[config.mk]
export PLATFORM = sky130hd
export DESIGN_NAME = tile_loop_sequencer
export DESIGN_NICKNAME = d
export VERILOG_FILES = /design/src/rtl/tile_loop_sequencer.sv
export SDC_FILE = /design/constraint.sdc
export NUM_CORES = 1
export LEC_CHECK = 0
export CAP_MARGIN = 20
export CORE_MARGIN = 2
export CORE_UTILIZATION = 45
export DETAILED_ROUTE_END_ITERATION = 10
export PLACE_DENSITY = 0.69
export SYNTH_ARGS = -nofsm -noshare
export SYNTH_HDL_FRONTEND = slang
export SYNTH_SLANG_ARGS = --single-unit
[constraint.sdc]
create_clock -name clk -period 5.5 [get_ports clk]
set_clock_uncertainty 0.05 [all_clocks]
set_input_delay 0.825 -clock clk [delete_from_list [all_inputs] [get_ports clk]]
set_output_delay 0.825 -clock clk [all_outputs]
set_load 0.03 [all_outputs]
[src/rtl/tile_loop_sequencer.sv]
// tile_loop_sequencer
//   Walks the N (outer) / K (inner) tile loop of the GEMM accelerator without
//   host involvement. For every (n, k) it loads the input tile, starts the
//   core, loads the weight tile and waits for the core to finish. On the last
//   k it also drains the PPU output tile. TLAST is checked on every counted
//   beat and any mismatch is recorded in a sticky error flag.
//
// Ports
//   clk, rst                         clock, synchronous active-high reset
//   i_start, i_k_tiles, i_n_tiles    launch pulse and loop bounds (0 -> 1)
//   o_busy, o_done                   run status / one-cycle completion pulse
//   o_dma_req/type/k/n, i_dma_ack    tile request handshake (type 1 = input)
//   i_in_beat, i_in_last             input/weight stream handshake and tlast
//   o_core_start, i_core_done        core launch pulse / compute-done pulse
//   o_acc_mode, o_out_en             core mode for the current tile
//   i_out_beat, i_out_last           PPU output stream handshake and tlast
//   o_cur_k, o_cur_n, o_err          loop position and sticky TLAST error
module tile_loop_sequencer #(
    parameter int CNT_W     = 8,
    parameter int BEAT_W    = 8,
    parameter int IN_BEATS  = 48,
    parameter int WT_BEATS  = 24,
    parameter int OUT_BEATS = 64
) (
    input  logic             clk,
    input  logic             rst,
    input  logic             i_start,
    input  logic [CNT_W-1:0] i_k_tiles,
    input  logic [CNT_W-1:0] i_n_tiles,
    output logic             o_busy,
    output logic             o_done,
    output logic             o_dma_req,
    output logic             o_dma_type,
    output logic [CNT_W-1:0] o_dma_k,
    output logic [CNT_W-1:0] o_dma_n,
    input  logic             i_dma_ack,
    input  logic             i_in_beat,
    input  logic             i_in_last,
    output logic             o_core_start,
    output logic             o_acc_mode,
    output logic             o_out_en,
    input  logic             i_core_done,
    input  logic             i_out_beat,
    input  logic             i_out_last,
    output logic [CNT_W-1:0] o_cur_k,
    output logic [CNT_W-1:0] o_cur_n,
    output logic             o_err
);
    typedef enum logic [3:0] {
        IDLE, IN_REQ, IN_LOAD, CORE_START, WT_REQ, WT_LOAD, WAIT_DONE, WAIT_OUT, NEXT
    } state_t;

    localparam logic [BEAT_W-1:0] IN_FINAL  = BEAT_W'(IN_BEATS - 1);
    localparam logic [BEAT_W-1:0] WT_FINAL  = BEAT_W'(WT_BEATS - 1);
    localparam logic [BEAT_W-1:0] OUT_FINAL = BEAT_W'(OUT_BEATS - 1);

    state_t            state;
    logic [CNT_W-1:0]  k, n, k_last, n_last;
    logic [BEAT_W-1:0] beat_cnt;
    logic              done_seen;

    // Beat source for the current data state; all zero outside data states
    // so stray beats are neither counted nor TLAST-checked.
    logic              beat;
    logic              beat_tlast;
    logic [BEAT_W-1:0] final_idx;
    logic              is_final;

    always_comb begin
        beat       = 1'b0;
        beat_tlast = 1'b0;
        final_idx  = '0;
        case (state)
            IN_LOAD:  begin beat = i_in_beat;  beat_tlast = i_in_last;  final_idx = IN_FINAL;  end
            WT_LOAD:  begin beat = i_in_beat;  beat_tlast = i_in_last;  final_idx = WT_FINAL;  end
            WAIT_OUT: begin beat = i_out_beat; beat_tlast = i_out_last; final_idx = OUT_FINAL; end
            default:  ;
        endcase
    end

    assign is_final = (beat_cnt == final_idx);
    assign o_cur_k  = k;
    assign o_cur_n  = n;

    always_ff @(posedge clk) begin
        if (rst) begin
            state        <= IDLE;
            k            <= '0;
            n            <= '0;
            k_last       <= '0;
            n_last       <= '0;
            beat_cnt     <= '0;
            done_seen    <= 1'b0;
            o_busy       <= 1'b0;
            o_done       <= 1'b0;
            o_dma_req    <= 1'b0;
            o_dma_type   <= 1'b0;
            o_dma_k      <= '0;
            o_dma_n      <= '0;
            o_core_start <= 1'b0;
            o_acc_mode   <= 1'b0;
            o_out_en     <= 1'b0;
            o_err        <= 1'b0;
        end else begin
            o_done       <= 1'b0;
            o_core_start <= 1'b0;

            // Length is decided by the counter; tlast only feeds the error flag.
            if (beat && (beat_tlast != is_final))
                o_err <= 1'b1;

            // Core may finish before the weight tile is fully loaded.
            if (i_core_done && (state == CORE_START || state == WT_REQ || state == WT_LOAD))
                done_seen <= 1'b1;

            case (state)
                IDLE: if (i_start) begin
                    k_last     <= (i_k_tiles == '0) ? '0 : i_k_tiles - CNT_W'(1);
                    n_last     <= (i_n_tiles == '0) ? '0 : i_n_tiles - CNT_W'(1);
                    k          <= '0;
                    n          <= '0;
                    o_err      <= 1'b0;
                    done_seen  <= 1'b0;
                    o_busy     <= 1'b1;
                    o_dma_req  <= 1'b1;
                    o_dma_type <= 1'b1;
                    o_dma_k    <= '0;
                    o_dma_n    <= '0;
                    o_acc_mode <= 1'b0;
                    o_out_en   <= (i_k_tiles <= CNT_W'(1));
                    state      <= IN_REQ;
                end
                IN_REQ, WT_REQ: if (i_dma_ack) begin
                    o_dma_req <= 1'b0;
                    beat_cnt  <= '0;
                    state     <= (state == IN_REQ) ? IN_LOAD : WT_LOAD;
                end
                IN_LOAD: if (beat) begin
                    beat_cnt <= beat_cnt + BEAT_W'(1);
                    if (is_final) begin
                        o_core_start <= 1'b1;
                        state        <= CORE_START;
                    end
                end
                CORE_START: begin
                    o_dma_req  <= 1'b1;
                    o_dma_type <= 1'b0;
                    o_dma_k    <= k;
                    o_dma_n    <= n;
                    state      <= WT_REQ;
                end
                WT_LOAD: if (beat) begin
                    beat_cnt <= beat_cnt + BEAT_W'(1);
                    if (is_final)
                        state <= WAIT_DONE;
                end
                WAIT_DONE: if (i_core_done || done_seen) begin
                    done_seen <= 1'b0;
                    beat_cnt  <= '0;
                    state     <= (k == k_last) ? WAIT_OUT : NEXT;
                end
                WAIT_OUT: if (beat) begin
                    beat_cnt <= beat_cnt + BEAT_W'(1);
                    if (is_final)
                        state <= NEXT;
                end
                NEXT: begin
                    if (k != k_last || n != n_last) begin
                        // Input buffer holds one tile, so every (n, k) reloads it.
                        o_dma_req  <= 1'b1;
                        o_dma_type <= 1'b1;
                        o_dma_n    <= '0;
                        state      <= IN_REQ;
                        if (k != k_last) begin
                            k          <= k + CNT_W'(1);
                            o_dma_k    <= k + CNT_W'(1);
                            o_acc_mode <= 1'b1;
                            o_out_en   <= ((k + CNT_W'(1)) == k_last);
                        end else begin
                            k          <= '0;
                            n          <= n + CNT_W'(1);
                            o_dma_k    <= '0;
                            o_acc_mode <= 1'b0;
                            o_out_en   <= (k_last == '0);
                        end
                    end else begin
                        o_done     <= 1'b1;
                        o_busy     <= 1'b0;
                        o_acc_mode <= 1'b0;
                        o_out_en   <= 1'b0;
                        state      <= IDLE;
                    end
                end
                default: state <= IDLE;
            endcase
        end
    end
endmodule

==> key figures <==
Outcome
  • Status: completed

Yosys
  • Post-synth top cells: dfxtp_1 (69), nand2_1 (44), nor2_1 (42), xor2_1 (21), o21ai_1 (20)
  • Synth Flop Type: dfxtp_1
  • Area leader, netlist: dfxtp_1
  • Yosys reg bits: 69
  • Post-Syn Nets: 478
  • Post-Syn Area: a little under 4000 um^2
  • Netlist cell types: 71
  • Top-count cell post-synth: dfxtp_1
  • Post-synthesis sequential area ratio: 35.90%
  • Largest cells by area after synthesis: dfxtp_1 (36%), xor2_1 (4.8%), nand2_1 (4.3%), nor2_1 (4.1%), xnor2_1 (3.4%)
  • Post-synth EDFFs: 0
  • Ys async rst share: 0%
  • Synth warnings: 0
  • Gate Count Post-Synth: 445
  • Syn Area/Cell: 8.646 um^2
  • Post-synth top area share: 35.90%

Cells and area
  • Layout area overhead: 22.28%
  • Final #Nets: 530
  • Post-route design area: approximately 4700 um^2
  • Ant diodes: 0
  • # fillers: 775
  • Ratio of cells with drive above 1 in the final layout: 7.570%
  • Finished Layout Cells: a little over 600

Critical path
  • Critical path data arrival time: 3.09 ns
  • CP top delay family: simple AND/OR/NAND/NOR gates
  • Startpoint types: register
  • Worst-path fanout max: 19
  • Buf+Inv Stages, Crit Path: 0
  • WP data required: ~5.7 ns
  • Critical path, cell by cell: nor2b_1 -> nor2b_1 -> nor2b_1 -> a21o_1 -> a221o_1
  • CP most frequent cell: nor2b_1
  • Crit-path slowest cell: nor2b_1
  • Crit-path max cell delay: ~0.78 ns
  • Setup Crit Path Kind: register to register
  • Crit. End Element: register

Timing
  • Measured slew at the worst slew-check pin: 0.9777 ns
  • Max Slew Vio Count: 0
  • RSZ-0062 raised after global routing: false
  • Normalized max-slew margin: 34.38%
  • Min Tclk post-route: 2.851 ns
  • Final setup fails: 0
  • Final hold viol count: 0
  • Total negative slack: 0 ns
  • Max Clk Rate: 350.7 MHz
  • Final period utilization: 51.84%

Power
  • Part of the power in registers: about 39%
  • Peak supply drop: 0.0001933 V
  • Power Density: 339.3 nW/um^2
  • Clock share of power: 25.6%
  • P_int: 994.6 uW
  • P_sw: about 600 uW
  • Switch share: around 38%
  • Lkg Pwr: 1.677 nW
  • Combinational share of power: 35.2%

Floorplanning
  • Die ar.: 9306 um^2
  • Core Box Area: 8258 um^2
  • Ports: 65
  • Row Count: 33
  • Die Wd: roughly 96 um
  • Initial core utilization: 46.59%
  • Die height: 96.47 um

Placed design
  • RD Place Congestion: ~0.9
  • Dpl hpwl: 6.826 mm
  • PortBufs: 64
  • Placed insts: between 500 and 600
  • Area after DPL: between 4000 and 5000 um^2

Routing
  • DRC: 0
  • Starting DRT DRC Count: 151
  • DR WL/cell: 15.60 um
  • Final ANT Viol Nets: 0
  • WL met3: between 300 and 400 um
  • Met2 wire length: 4.549 mm
  • DR pass1 iterations: 4
  • Met1 wire length: about 4.4 mm
  • Routed via count: 3446
  • WL final: 9.471 mm
  • Top Layer Used: met4
  • Via/cell ratio: 5.677

Clocking
  • Post-CTS Setup Bufs: 0
  • Clock transition at path regs: 0.08 ns
  • CTS Sinks: 69
  • Cts hold-fix bufs: 0
  • Worst-skew pair later-pin latency: 0.34 ns
  • CTS root buf: clkbuf_8
  • H-tree levels: 3
  • Clock Path Buffers: 2
  • TritonCTS clock tree: yes
  • Post-CTS resize count: 0
  • TritonCTS Buffers: 9

Global routing
  • GRT overflow: 0
  • Total GRT Usage: 21.26%
  • Largest net degree at the start of global routing: 39
  • Initial antenna violation count: 0
  • Vias in the first global route: 3237
  • Wire length of the first global-routing pass: approximately 15 mm

Job
  • Max-cap violations: 0

Hold path
  • Hold Crit Class: register to register
## worst paths after layout
kind,to,from,cells past startpoint,slack (ns)
max,o_dma_k[3]$_SDFFE_PP0P_,state[0]$_SDFFE_PP0P_,5,2.65
min,n_last[4]$_SDFFE_PP0P_,n_last[4]$_SDFFE_PP0P_,2,0.42
max reg2reg,o_dma_k[3]$_SDFFE_PP0P_,state[0]$_SDFFE_PP0P_,5,2.65
min reg2reg,n_last[4]$_SDFFE_PP0P_,n_last[4]$_SDFFE_PP0P_,2,0.42
## worst register-to-register path, cell delays in order, from the launching register on
cell and delay (ns):
dfxtp_1 0.75, nor2b_1 0.25, nor2b_1 0.68, nor2b_1 0.78, a21o_1 0.15, a221o_1 0.13
## kinds of logic after synthesis
| logic type | Yosys count | synth area share, % |
|---|---|---|
| flip-flops | 69 | 35.90 |
| adder cells (fa/ha/maj) | 8 | 2.602 |
| buffers and inverters | 34 | 4.163 |
| multiplexers | 6 | 1.626 |
| AO/OA/AOI/OAI | 109 | 19.19 |
| AND/OR/NAND/NOR | 177 | 25.20 |
| XOR/XNOR | 42 | 11.32 |
## state kept, by name (all words and copies together), names as in the netlist, 4 cells and up
| signal | cells |
|---|---|
| beat_cnt | 8 |
| k_last | 8 |
| n_last | 8 |
| o_cur_k | 8 |
| o_cur_n | 8 |
| o_dma_k | 8 |
| o_dma_n | 8 |
| state | 4 |
## final cells by class
cell class                      instances  area [um^2]  share of cell area, %
Sequential cell                        69         1381                  29.36
Clock inverter                          4        47.55                  1.011
Inverter                                8        30.03                 0.6383
Tap cell                              105        131.4                  2.793
Clock buffer                           12        145.1                  3.085
Multi-Input combinational cell        342         2306                  49.02
Timing Repair Buffer                   67        663.1                  14.10
## metrics by stage
stage	power, mW	setup slack [ns]	hold WS [ns]	util [%]
6_report	1.596	2.649	0.4169	56.97
5_1_grt	1.697	2.378	0.4340	56.97
4_1_cts	1.602	2.668	0.4179	56.97
3_5_place_dp	1.192	2.496	0.4082	54.64
3_3_place_gp	1.176	2.065	0.4026	54.55
2_1_floorplan	1.040	3.228	0.3872	-
## power groups by stage
| stage | Sequential [mW] | Combinational (mW) | Clock (mW) |
|---|---|---|---|
| 6_report | 0.625 | 0.563 | 0.409 |
| 4_1_cts | 0.624 | 0.560 | 0.418 |
| 3_5_place_dp | 0.635 | 0.557 | 0 |
| 2_1_floorplan | 0.616 | 0.424 | 0 |
| 5_1_grt | 0.634 | 0.621 | 0.442 |
| 3_3_place_gp | 0.634 | 0.543 | 0 |
## cells in the final DEF (no fill, tap or decap), types with 7 or more instances in the layout
cell | synthesis | final
dfxtp_1 | 69 | 69
clkdlybuf4s50_1 | 0 | 64
nand2_1 | 44 | 44
nor2_1 | 42 | 42
xor2_1 | 21 | 21
o21ai_1 | 20 | 20
a21oi_1 | 19 | 19
xnor2_1 | 15 | 15
o21ai_0 | 13 | 13
nand3_1 | 11 | 11
nor3_1 | 11 | 11
clkbuf_8 | 0 | 10
nor4_1 | 9 | 9
a22o_1 | 9 | 9
or4_1 | 9 | 9
nor2b_1 | 8 | 8
a31oi_1 | 8 | 8
ha_1 | 8 | 8
inv_1 | 7 | 7
nand4_1 | 7 | 7
## routing by layer
layer | vias up | GRT usage, %
met4 | 0 | 5.399
met3 | 12 | 5.275
met2 | 75 | 35.82
met5 | - | 0
met1 | 1641 | 27.28
li1 | 1718 | -
Power figures use the tool's default switching activity.
